<file path="src/rtl/renode_apb3_manager.sv">
// APB3 requester: one request at a time through SETUP/ACCESS, response on valid/ready.
// Optional ACCESS wait limit: define RENODE_APB3_MANAGER_TIMEOUT_EN.
module renode_apb3_manager #(
    parameter int AddressWidth  = 20,
    parameter int DataWidth     = 32,
    parameter int TimeoutCycles = 256
) (
    input  logic                    pclk,
    input  logic                    rst,
    input  logic                    req_valid,
    output logic                    req_ready,
    input  logic [AddressWidth-1:0] req_addr,
    input  logic                    req_write,
    input  logic [DataWidth-1:0]    req_wdata,
    output logic                    rsp_valid,
    input  logic                    rsp_ready,
    output logic [DataWidth-1:0]    rsp_rdata,
    output logic                    rsp_error,
    output logic                    presetn,
    output logic [AddressWidth-1:0] paddr,
    output logic                    psel,
    output logic                    penable,
    output logic                    pwrite,
    output logic [DataWidth-1:0]    pwdata,
    input  logic                    pready,
    input  logic [DataWidth-1:0]    prdata,
    input  logic                    pslverr
);

    if (!(DataWidth == 8 || DataWidth == 16 ||
          DataWidth == 24 || DataWidth == 32)) begin : g_bad_data_width
        $error("renode_apb3_manager: DataWidth must be 8, 16, 24 or 32");
    end

    if (TimeoutCycles < 1) begin : g_bad_timeout
        $error("renode_apb3_manager: TimeoutCycles must be >= 1");
    end

    typedef enum logic [1:0] {
        IDLE,
        SETUP,
        ACCESS,
        RESP
    } state_t;

    state_t                  state_q, state_d;
    logic                    psel_d, penable_d, pwrite_d;
    logic                    rsp_valid_d, rsp_error_d;
    logic [AddressWidth-1:0] paddr_d;
    logic [DataWidth-1:0]    pwdata_d, rsp_rdata_d;

`ifdef RENODE_APB3_MANAGER_TIMEOUT_EN
    localparam int CntWidth = $clog2(TimeoutCycles + 1);
    localparam logic [CntWidth-1:0] CntLimit = CntWidth'(TimeoutCycles - 1);

    logic [CntWidth-1:0] cnt_q, cnt_d;
`endif

    assign req_ready = (state_q == IDLE);

    always_comb begin
        state_d     = state_q;
        psel_d      = psel;
        penable_d   = penable;
        pwrite_d    = pwrite;
        paddr_d     = paddr;
        pwdata_d    = pwdata;
        rsp_valid_d = rsp_valid;
        rsp_rdata_d = rsp_rdata;
        rsp_error_d = rsp_error;
`ifdef RENODE_APB3_MANAGER_TIMEOUT_EN
        cnt_d       = cnt_q;
`endif
        unique case (state_q)
            IDLE: begin
                if (req_valid) begin
                    paddr_d   = req_addr;
                    pwrite_d  = req_write;
                    pwdata_d  = req_write ? req_wdata : '0;
                    psel_d    = 1'b1;
                    penable_d = 1'b0;
                    state_d   = SETUP;
                end
            end
            SETUP: begin
                penable_d = 1'b1;
                state_d   = ACCESS;
`ifdef RENODE_APB3_MANAGER_TIMEOUT_EN
                cnt_d     = '0;
`endif
            end
            ACCESS: begin
                if (pready) begin
                    psel_d      = 1'b0;
                    penable_d   = 1'b0;
                    rsp_rdata_d = pwrite ? '0 : prdata;
                    rsp_error_d = pslverr;
                    rsp_valid_d = 1'b1;
                    state_d     = RESP;
                end
`ifdef RENODE_APB3_MANAGER_TIMEOUT_EN
                // This cycle is the last allowed pready-low cycle.
                else if (cnt_q == CntLimit) begin
                    psel_d      = 1'b0;
                    penable_d   = 1'b0;
                    rsp_rdata_d = '0;
                    rsp_error_d = 1'b1;
                    rsp_valid_d = 1'b1;
                    state_d     = RESP;
                end else begin
                    cnt_d = cnt_q + 1'b1;
                end
`endif
            end
            RESP: begin
                if (rsp_ready) begin
                    rsp_valid_d = 1'b0;
                    state_d     = IDLE;
                end
            end
            default: state_d = IDLE;
        endcase
    end

    always_ff @(posedge pclk) begin
        presetn <= ~rst;
        if (rst) begin
            state_q   <= IDLE;
            psel      <= 1'b0;
            penable   <= 1'b0;
            pwrite    <= 1'b0;
            paddr     <= '0;
            pwdata    <= '0;
            rsp_valid <= 1'b0;
            rsp_rdata <= '0;
            rsp_error <= 1'b0;
        end else begin
            state_q   <= state_d;
            psel      <= psel_d;
            penable   <= penable_d;
            pwrite    <= pwrite_d;
            paddr     <= paddr_d;
            pwdata    <= pwdata_d;
            rsp_valid <= rsp_valid_d;
            rsp_rdata <= rsp_rdata_d;
            rsp_error <= rsp_error_d;
        end
    end

`ifdef RENODE_APB3_MANAGER_TIMEOUT_EN
    always_ff @(posedge pclk) begin
        if (rst) begin
            cnt_q <= '0;
        end else begin
            cnt_q <= cnt_d;
        end
    end
`endif

endmodule

</file>
<file path="config.mk">
export PLATFORM = sky130hd
export DESIGN_NAME = renode_apb3_manager
export DESIGN_NICKNAME = d
export VERILOG_FILES = /design/src/rtl/renode_apb3_manager.sv
export SDC_FILE = /design/constraint.sdc
export NUM_CORES = 1
export LEC_CHECK = 0
export ABC_AREA = 1
export BUFFER_PORTS_ARGS = -buffer_cell sky130_fd_sc_hd__buf_4
export CORE_UTILIZATION = 40
export DETAILED_ROUTE_END_ITERATION = 10
export GPL_ROUTABILITY_DRIVEN = 0
export PLACE_DENSITY = 0.75
export SKIP_CTS_REPAIR_TIMING = 1
export SYNTH_ARGS = -nofsm -noshare
export SYNTH_HDL_FRONTEND = slang
export SYNTH_SLANG_ARGS = --single-unit
</file>
<file path="constraint.sdc">
create_clock -name pclk -period 1.28 [get_ports pclk]
set_input_delay 0.256 -clock pclk [delete_from_list [all_inputs] [get_ports pclk]]
set_output_delay 0.256 -clock pclk [all_outputs]
set_load 0.03 [all_outputs]
</file>
==> impl_metrics.env, run 1 <==
export IMPL_syn_num_nets=530
export IMPL_cp_slowest_cell="dfxtp_2"
export IMPL_status="complete, but fails checks"
export IMPL_finalSetupViolCount=39
export IMPL_finalHoldViolCount=0
export IMPL_synth_fa_ha_area_share_pct=2.568
export IMPL_drive_above_1_share_pct=37.56
export IMPL_layoutNonFillerInstCount=728
export IMPL_ff_latch_area_mm2=0.001844
export IMPL_grt_max_degree=65
export IMPL_max_freq_ghz=0.7144
export IMPL_worst_slack_ns=-0.1197
export IMPL_synthXorXnorAreaFrac_pct=0
export IMPL_p_leak_nw=2.372
export IMPL_start_util_pct=41.51
export IMPL_avgRoutedWirePerCell_um=12.98
export IMPL_synth_distinct_cells=20
export IMPL_cts_sinks=92
export IMPL_r2r_cells=7
export IMPL_path_cells="inv_2, buf_6, ha_4, buf_6"
export IMPL_r2r_end="pwrite"
export IMPL_startpoint_type="register"
export IMPL_ys_seq_elements=92
export IMPL_htreeDepth=3
export IMPL_rows=33
export IMPL_rr_startpoint="state_q[0]"
export IMPL_detail_route_antenna_nets=0
export IMPL_synth_compound_area_share_pct=12.99
export IMPL_p_total_w=0.009734
export IMPL_violations="negative setup slack"
export IMPL_min_path_cells=3
export IMPL_grt_pass1_vias=3167
export IMPL_place_hpwl_um=6796
export IMPL_final_cell_mix="191 x buf_4, 111 x nand2_1, 90 x dfxtp_1"
export IMPL_place_area_mm2=0.004990
export IMPL_grt_pass1_wl_um=14330
export IMPL_finalCritPeriodShare_pct=109.4
export IMPL_min_path_type="in -> reg"
export IMPL_clockBufferDepth=2
export IMPL_grt_overflow_total=0
export IMPL_rsz0062_at_grt="true"
export IMPL_die_x_um=94.34
export IMPL_final_common_cell="buf_4"
export IMPL_fin_nets=716
export IMPL_r2r_slack_ns=-0.06
export IMPL_muxShareOfSynthArea_pct=0
export IMPL_yosysWarnings=0
export IMPL_vias=3463
export IMPL_worstMarginPinSlew_ns=0.2861
export IMPL_ir_drop_mv=0.9393
export IMPL_crit_fanout=3
export IMPL_ioPinCount=182
export IMPL_path_class="reg -> out"
export IMPL_track_usage_pct=20.28
export IMPL_vias_per_cell=4.757
export IMPL_antenna_found_initial=0
export IMPL_die_area_mm2=0.008900
export IMPL_critical_path_endpoint_type="output port"
export IMPL_first_pass_iters=4
export IMPL_yosys_area_share_simple_pct=24.43
export IMPL_multi_input_area_mm2=0.001389
export IMPL_synthCells=432
export IMPL_ys_seq_area_share_pct=54.00
export IMPL_slowest_delay_ns=0.36
export IMPL_cp_common_cell="buf_6"
export IMPL_cts_tree="done"
export IMPL_dp_cells=711
export IMPL_io_buffers=181
export IMPL_drt_iter0_drc=68
export IMPL_min_period_ns=1.400
export IMPL_clk_latency_ns=0.34
export IMPL_power_density_mw_per_mm2=1852
export IMPL_min_to="pwdata[21]"
export IMPL_finClkSkew_ns=0.01131
export IMPL_path_clk_slew_ns=0.09
export IMPL_slew_headroom_pct=80.93
export IMPL_synth_area_mm2=0.003411
export IMPL_drv_slew=0
export IMPL_hold_start="req_wdata[21]"
export IMPL_final_cell_area_mm2=0.005255
export IMPL_cts_root_buf="clkbuf_8"
export IMPL_synth_top_family_by_area="simple AND/OR/NAND/NOR gates"
export IMPL_routed_wl_um=9446
export IMPL_final_fill_count=717
export IMPL_syn_avg_cell_area_um2=7.895
export IMPL_areaGrowthSynthToFinish_pct=54.07
export IMPL_die_h_um=94.34
export IMPL_core_area_mm2=0.008217
export IMPL_critical_path_arrival_ns=1.14
export IMPL_insertedDiodeCount=0
export IMPL_worstPathRequired_ns=1.02
export IMPL_whs_ns=0.1517
export IMPL_tns_ns=-0.9589
export IMPL_drc=0
export IMPL_drv_cap=0
export IMPL_tritoncts_num_buffers=9
[metal layers]
layer  vias up  GRT usage [%]  share of wire [%]  wire length [um]
met3        16          6.602                8.3               786
met1      1559          23.33                 41              3846
met5         -              0                  0                 0
met4         0          8.205                2.2               209
met2       129          34.60                 49              4603
li1       1759              -                  -                 -
[synth_stat cells]
cell type | n | area share [%]
nand2_1 | 111 | 12
dfxtp_1 | 92 | 54
a21oi_1 | 65 | 9.5
nor2_1 | 52 | 5.7
nand3_1 | 34 | 5.0
o21ai_0 | 22 | 3.2
inv_1 | 13 | 1.4
buf_2 | 8 | 1.2
clkbuf_1 | 8 | 0.88
ha_1 | 7 | 2.6
buf_1 | 6 | 0.66
buf_4 | 3 | 0.66
buf_6 | 3 | 0.99
clkinv_1 | 2 | 0.22
nand2_2 | 1 | 0.18
nand2_4 | 1 | 0.33
nand3b_1 | 1 | 0.22
nor2_8 | 1 | 0.59
o21a_1 | 1 | 0.22
or2_2 | 1 | 0.18
[power by group]
part	switching [W]	internal, W
registers	0.000254	0.00334
clock network	0.00101	0.00101
logic	0.00245	0.00168
total	0.00371	0.00603
[sequential cells by signal, summed over array words and instances, names as in the netlist, 2 cells and up]
name	cells
pwdata	32
rsp_rdata	32
paddr	20
state_q	2
[critical path, delay by kind of cell, from the launching register on]
family	cells	cell delay, ns
fa+ha+maj	1	0.15
buf+inv	3	0.29
flops	1	0.36
[stage by stage]
step                util, %  setup WS (ns)
CTS                   63.30        -0.2571
global placement      60.73     -0.0006576
global route          63.96        -0.1768
floorplan                 -       0.008216
finish                63.96        -0.1197
detailed placement    60.73       -0.04999
[cell type report]
class	instances	share of cell area, %
clock inverters	5	1.143
inverters	15	1.095
flip-flops and latches	92	35.10
well taps	105	2.500
multi-input cells	297	26.43
clock buffers	11	2.881
repair buffers	203	30.86
[kinds of logic (layout without fill, tap and decap cells)]
logic type,after synthesis,count (layout)
compound gates,88,88
flops,92,92
simple gates,202,202
fa+ha+maj,7,7
buf+inv,43,234
[worst max path at each step]
stage                from            end  slack (ns)
4_1_cts        state_q[1]      req_ready       -0.26
2_1_floorplan  state_q[0]  rsp_rdata[24]       0.008
3_5_place_dp   state_q[1]         pwrite       -0.05
5_1_grt        state_q[1]      req_ready       -0.18
3_3_place_gp   state_q[1]         pwrite     -0.0007
6_report       state_q[1]      req_ready       -0.12
Power figures use the tool's default switching activity.
==> run 2: changes to the inputs <==
--- a/config.mk
+++ b/config.mk
@@ -11,6 +11,7 @@
 export DETAILED_ROUTE_END_ITERATION = 10
 export GPL_ROUTABILITY_DRIVEN = 0
 export PLACE_DENSITY = 0.75
+export RECOVER_POWER = 100
 export SKIP_CTS_REPAIR_TIMING = 1
 export SYNTH_ARGS = -nofsm -noshare
 export SYNTH_HDL_FRONTEND = slang
==> run 2 against run 1 <==
Net effect: the flow still finishes with violations (negative setup slack); sequential share of layout area increased by 1.6 points; clock power about the same; design area decreased by 4.4%; critical path depth unchanged; cell count unchanged; clock skew about the same; routed wire length decreased by 0.50%; maximum frequency increased by 0.16%; critical path type unchanged; largest cell class unchanged; highest routed layer unchanged.
==> impl_metrics.env, run 2 (synthesis gave the netlist of run 1 again) <==
export IMPL_status="complete, but fails checks"
export IMPL_violations="negative setup slack"
export IMPL_hold_start="req_wdata[21]"
export IMPL_io_buffers=181
export IMPL_final_common_cell="nand2_1"
export IMPL_antenna_found_initial=0
export IMPL_htreeDepth=3
export IMPL_swShare_pct=38.97
export IMPL_min_path_type="in -> reg"
export IMPL_p_seq_share_pct=37.8
export IMPL_path_clk_slew_ns=0.09
export IMPL_track_usage_pct=20.28
export IMPL_final_cell_mix="111 x nand2_1, 99 x buf_4, 90 x clkbuf_2, 90 x dfxtp_1, 65 x a21oi_1"
export IMPL_pwr_share_clk_pct=21.3
export IMPL_internal_power_w=0.005778
export IMPL_grt_pass1_wl_um=14330
export IMPL_fin_nets=716
export IMPL_cts_sinks=92
export IMPL_grt_max_degree=65
export IMPL_drc=0
export IMPL_switchingPower_w=0.003689
export IMPL_drive_above_1_share_pct=37.24
export IMPL_first_pass_iters=4
export IMPL_insertedDiodeCount=0
export IMPL_crit_fanout=3
export IMPL_clockBufferDepth=2
export IMPL_cts_tree="done"
export IMPL_detail_route_antenna_nets=0
export IMPL_die_area_mm2=0.008900
export IMPL_critical_path_arrival_ns=1.14
export IMPL_worstPathRequired_ns=1.02
export IMPL_areaGrowthSynthToFinish_pct=47.29
export IMPL_top_regs="pwdata (32), rsp_rdata (32), paddr (20)"
export IMPL_p_leak_nw=2.298
export IMPL_ir_drop_mv=0.9283
export IMPL_min_to="pwdata[21]"
export IMPL_finalCritPeriodShare_pct=109.2
export IMPL_grt_overflow_total=0
export IMPL_drv_slew=0
export IMPL_routed_wl_um=9399
export IMPL_die_h_um=94.34
export IMPL_worst_slack_ns=-0.1175
export IMPL_ioPinCount=182
export IMPL_vias_per_cell=4.765
export IMPL_rsz0062_at_grt="true"
export IMPL_r2r_end="pwrite"
export IMPL_startpoint_type="register"
export IMPL_die_x_um=94.34
export IMPL_max_freq_ghz=0.7156
export IMPL_power_density_mw_per_mm2=1884
export IMPL_tritoncts_num_buffers=9
export IMPL_p_total_w=0.009466
export IMPL_worstMarginPinSlew_ns=0.2801
export IMPL_dp_cells=711
export IMPL_clk_latency_ns=0.35
export IMPL_cts_root_buf="clkbuf_8"
export IMPL_place_hpwl_um=6796
export IMPL_vias=3469
export IMPL_finalHoldViolCount=0
export IMPL_finClkSkew_ns=0.01099
export IMPL_core_area_mm2=0.008217
export IMPL_start_util_pct=41.51
export IMPL_drt_iter0_drc=60
export IMPL_avgRoutedWirePerCell_um=12.91
export IMPL_slew_headroom_pct=81.33
export IMPL_rows=33
export IMPL_r2r_cells=7
export IMPL_r2r_slack_ns=-0.06
export IMPL_grt_pass1_vias=3167
export IMPL_drv_cap=0
export IMPL_layoutNonFillerInstCount=728
export IMPL_finalSetupViolCount=41
export IMPL_rr_startpoint="state_q[0]"
export IMPL_critical_path_endpoint_type="output port"
export IMPL_comb_power_share_pct=40.9
export IMPL_path_class="reg -> out"
export IMPL_min_path_cells=3
export IMPL_min_period_ns=1.397
## run 2: worst max path at each step
stage | from | endpoint | cells after the start
2_1_floorplan | state_q[0] | rsp_rdata[24] | 6
3_3_place_gp | state_q[1] | pwrite | 7
3_5_place_dp | state_q[1] | pwrite | 7
4_1_cts | state_q[1] | req_ready | 4
5_1_grt | state_q[1] | req_ready | 4
6_report | state_q[1] | req_ready | 4
## run 2: per-layer routing
layer | part of all wire [%] | up-vias | GRT usage (%)
li1 | - | 1759 | -
met1 | 41 | 1563 | 23.33
met2 | 49 | 131 | 34.60
met3 | 8.0 | 16 | 6.602
met4 | 2.2 | 0 | 8.205
met5 | 0 | - | 0
## run 2: power by group through the flow
stage               Sequential, W  Combinational [W]  Clock (W)
global route              0.00365            0.00420    0.00219
CTS                       0.00359            0.00400    0.00206
floorplan                 0.00448            0.00155          0
detailed placement        0.00365            0.00398          0
global placement          0.00363            0.00390          0
finish                    0.00358            0.00387    0.00202
## run 2: final cells by class
class / count / area [um2]
timing repair buffer: 203 / 1393
fill: 778 / 3193
tap: 105 / 131.4
multi-input combinational: 297 / 1386
clock inverter: 5 / 60.06
clock buffer: 11 / 151.4
inverter: 15 / 57.56
sequential: 92 / 1844
## run 2: critical path, cell delays in order, from the launching register on
cell and delay, ns:
dfxtp_2 0.35, inv_2 0.05, buf_6 0.11, ha_4 0.15
buf_6 0.13
## run 2: stage by stage
stage          util [%]  hold slack [ns]  instance area (um2)  setup TNS (ns)  setup WS, ns
2_1_floorplan         -           0.3987                 3417               0      0.008216
3_3_place_gp      60.73           0.4523                 4990      -0.0006576    -0.0006576
3_5_place_dp      60.73           0.4566                 4990         -0.2001      -0.04999
4_1_cts           63.30           0.1372                 5201          -2.041       -0.2571
5_1_grt           61.14           0.1351                 5024          -6.733       -0.1768
6_report          61.14           0.1507                 5024         -0.9610       -0.1175
==> run 3: changes to the inputs <==
--- a/config.mk
+++ b/config.mk
@@ -7,10 +7,13 @@
 export LEC_CHECK = 0
 export ABC_AREA = 1
 export BUFFER_PORTS_ARGS = -buffer_cell sky130_fd_sc_hd__buf_4
-export CORE_UTILIZATION = 40
+export CELL_PAD_IN_SITES_DETAIL_PLACEMENT = 0
+export CELL_PAD_IN_SITES_GLOBAL_PLACEMENT = 1
+export CORE_MARGIN = 1.5
+export CORE_UTILIZATION = 28
 export DETAILED_ROUTE_END_ITERATION = 10
 export GPL_ROUTABILITY_DRIVEN = 0
-export PLACE_DENSITY = 0.75
+export PLACE_DENSITY_LB_ADDON = 0.1
 export RECOVER_POWER = 100
 export SKIP_CTS_REPAIR_TIMING = 1
 export SYNTH_ARGS = -nofsm -noshare
==> run 3 against run 2 <==
Net effect: the run still ends with negative setup slack left; routed wire length is 10% higher; register-to-register slack better by 0.04 ns; flip-flop and latch count unchanged; maximum frequency fell by 6.5%; largest power group unchanged; non-clock buffer count grew 3; highest routed layer unchanged; sequential power about the same; critical path depth increased by 1; via count shrank 1.4%; clock-buffer cell count fell by 1; combinational power increased by 4%; global-route usage decreased by 3.9 points; worst hold slack gained 0.011 ns.
==> impl_metrics.env, run 3 (synthesis gave the netlist of run 1 again) <==
export IMPL_grt_pass1_wl_um=16320
export IMPL_fin_nets=719
export IMPL_clk_latency_ns=0.34
export IMPL_tritoncts_num_buffers=9
export IMPL_hold_start="req_wdata[13]"
export IMPL_insertedDiodeCount=0
export IMPL_rsz0062_at_grt="true"
export IMPL_final_common_cell="nand2_1"
export IMPL_min_to="pwdata[13]"
export IMPL_slowest_delay_ns=0.33
export IMPL_r2r_cells=6
export IMPL_min_period_ns=1.495
export IMPL_grt_overflow_total=0
export IMPL_power_density_mw_per_mm2=1988
export IMPL_final_cell_mix="109 x nand2_1, 100 x buf_4, 90 x clkbuf_2, 90 x dfxtp_1, 65 x a21oi_1"
export IMPL_path_class="reg -> out"
export IMPL_finClkSkew_ns=0.005437
export IMPL_violations="negative setup slack"
export IMPL_drv_cap=0
export IMPL_final_cell_area_mm2=0.005228
export IMPL_drt_iter0_drc=211
export IMPL_ioPinCount=182
export IMPL_die_h_um=113.4
export IMPL_cts_sinks=92
export IMPL_finalSetupViolCount=20
export IMPL_vias=3422
export IMPL_finish_utilization_pct=43.70
export IMPL_drive_above_1_share_pct=37.44
export IMPL_status="complete, but fails checks"
export IMPL_grt_pass1_vias=3196
export IMPL_worstMarginPinSlew_ns=0.8641
export IMPL_antenna_found_initial=0
export IMPL_core_area_mm2=0.01196
export IMPL_drc=0
export IMPL_path_cells="inv_1, buf_6, ha_4, buf_6, buf_6"
export IMPL_grt_max_degree=65
export IMPL_io_buffers=181
export IMPL_p_total_w=0.01039
export IMPL_critical_path_arrival_ns=1.24
export IMPL_min_path_type="in -> reg"
export IMPL_place_area_mm2=0.005070
export IMPL_start_util_pct=28.51
export IMPL_min_path_cells=3
export IMPL_p_leak_nw=2.380
export IMPL_crit_cells=5
export IMPL_finalCritPeriodShare_pct=116.8
export IMPL_max_freq_ghz=0.6691
export IMPL_startpoint_type="register"
export IMPL_detail_route_antenna_nets=0
export IMPL_r2r_end="state_q[0]"
export IMPL_whs_ns=0.1621
export IMPL_finalHoldViolCount=0
export IMPL_first_pass_iters=4
export IMPL_cts_root_buf="clkbuf_16"
export IMPL_die_area_mm2=0.01285
export IMPL_rr_startpoint="state_q[1]"
export IMPL_path_clk_slew_ns=0.06
export IMPL_ir_drop_mv=0.8484
export IMPL_cp_common_cell="buf_6"
export IMPL_slew_headroom_pct=42.39
export IMPL_drv_slew=0
export IMPL_routed_wl_um=10380
export IMPL_critical_path_endpoint_type="output port"
export IMPL_place_hpwl_um=7244
export IMPL_rows=40
export IMPL_crit_family="buffers and inverters"
export IMPL_crit_fanout=3
export IMPL_htreeDepth=3
export IMPL_areaGrowthSynthToFinish_pct=53.26
export IMPL_top_regs="pwdata (32), rsp_rdata (32), paddr (20)"
export IMPL_crit_buf_inv=4
export IMPL_worstPathRequired_ns=1.02
export IMPL_cp_slowest_cell="dfxtp_2"
export IMPL_track_usage_pct=16.42
export IMPL_avgRoutedWirePerCell_um=13.45
export IMPL_clockBufferDepth=2
export IMPL_r2r_slack_ns=-0.02
export IMPL_vias_per_cell=4.433
export IMPL_cts_tree="done"
export IMPL_worst_slack_ns=-0.2146
export IMPL_die_x_um=113.4
-- run 3: layer usage --
layer / up-vias / GRT usage, % / share of wire [%]
li1: 1768 / - / -
met1: 1541 / 20.84 / 45
met2: 101 / 25.25 / 46
met3: 12 / 5.632 / 6.8
met4: 0 / 7.500 / 1.7
met5: - / 0 / 0
-- run 3: cell type report --
type                       instances  area (um2)
clock buffer                      10       229.0
clock inverter                     5       77.57
timing repair buffer             206        1440
inverter                          15       58.81
fill                            1263        6734
tap                              147       183.9
multi-input combinational        297        1394
sequential                        92        1844
-- run 3: worst max-delay path by stage --
stage               startpoint       endpoint  slack (ns)
finish              state_q[1]      req_ready       -0.21
global route        state_q[0]      req_ready       -0.25
CTS                 state_q[1]      req_ready       -0.35
detailed placement  state_q[1]       paddr[2]       -0.07
global placement    state_q[1]       paddr[5]       -0.04
floorplan           state_q[0]  rsp_rdata[24]       0.008
-- run 3: where the power goes --
part	total, W	switching, W	internal, W
clock	0.00280	0.00110	0.00169
sequential	0.00357	0.000232	0.00334
combinational	0.00402	0.00248	0.00155
total	0.0104	0.00381	0.00658
-- run 3: tightest hold or removal path: stages --
cell and delay [ns]:
buf_4 0.07, nand2_1 0.04, a21oi_1 0.10
-- run 3: metrics by stage --
step	TNS [ns]	instances	worst slack [ns]
after floorplan	0	432	0.008216
after global placement	-0.2140	755	-0.03503
after detailed placement	-1.257	755	-0.07307
after CTS	-2.147	770	-0.3517
after global routing	-6.801	772	-0.2528
final	-0.3349	772	-0.2146
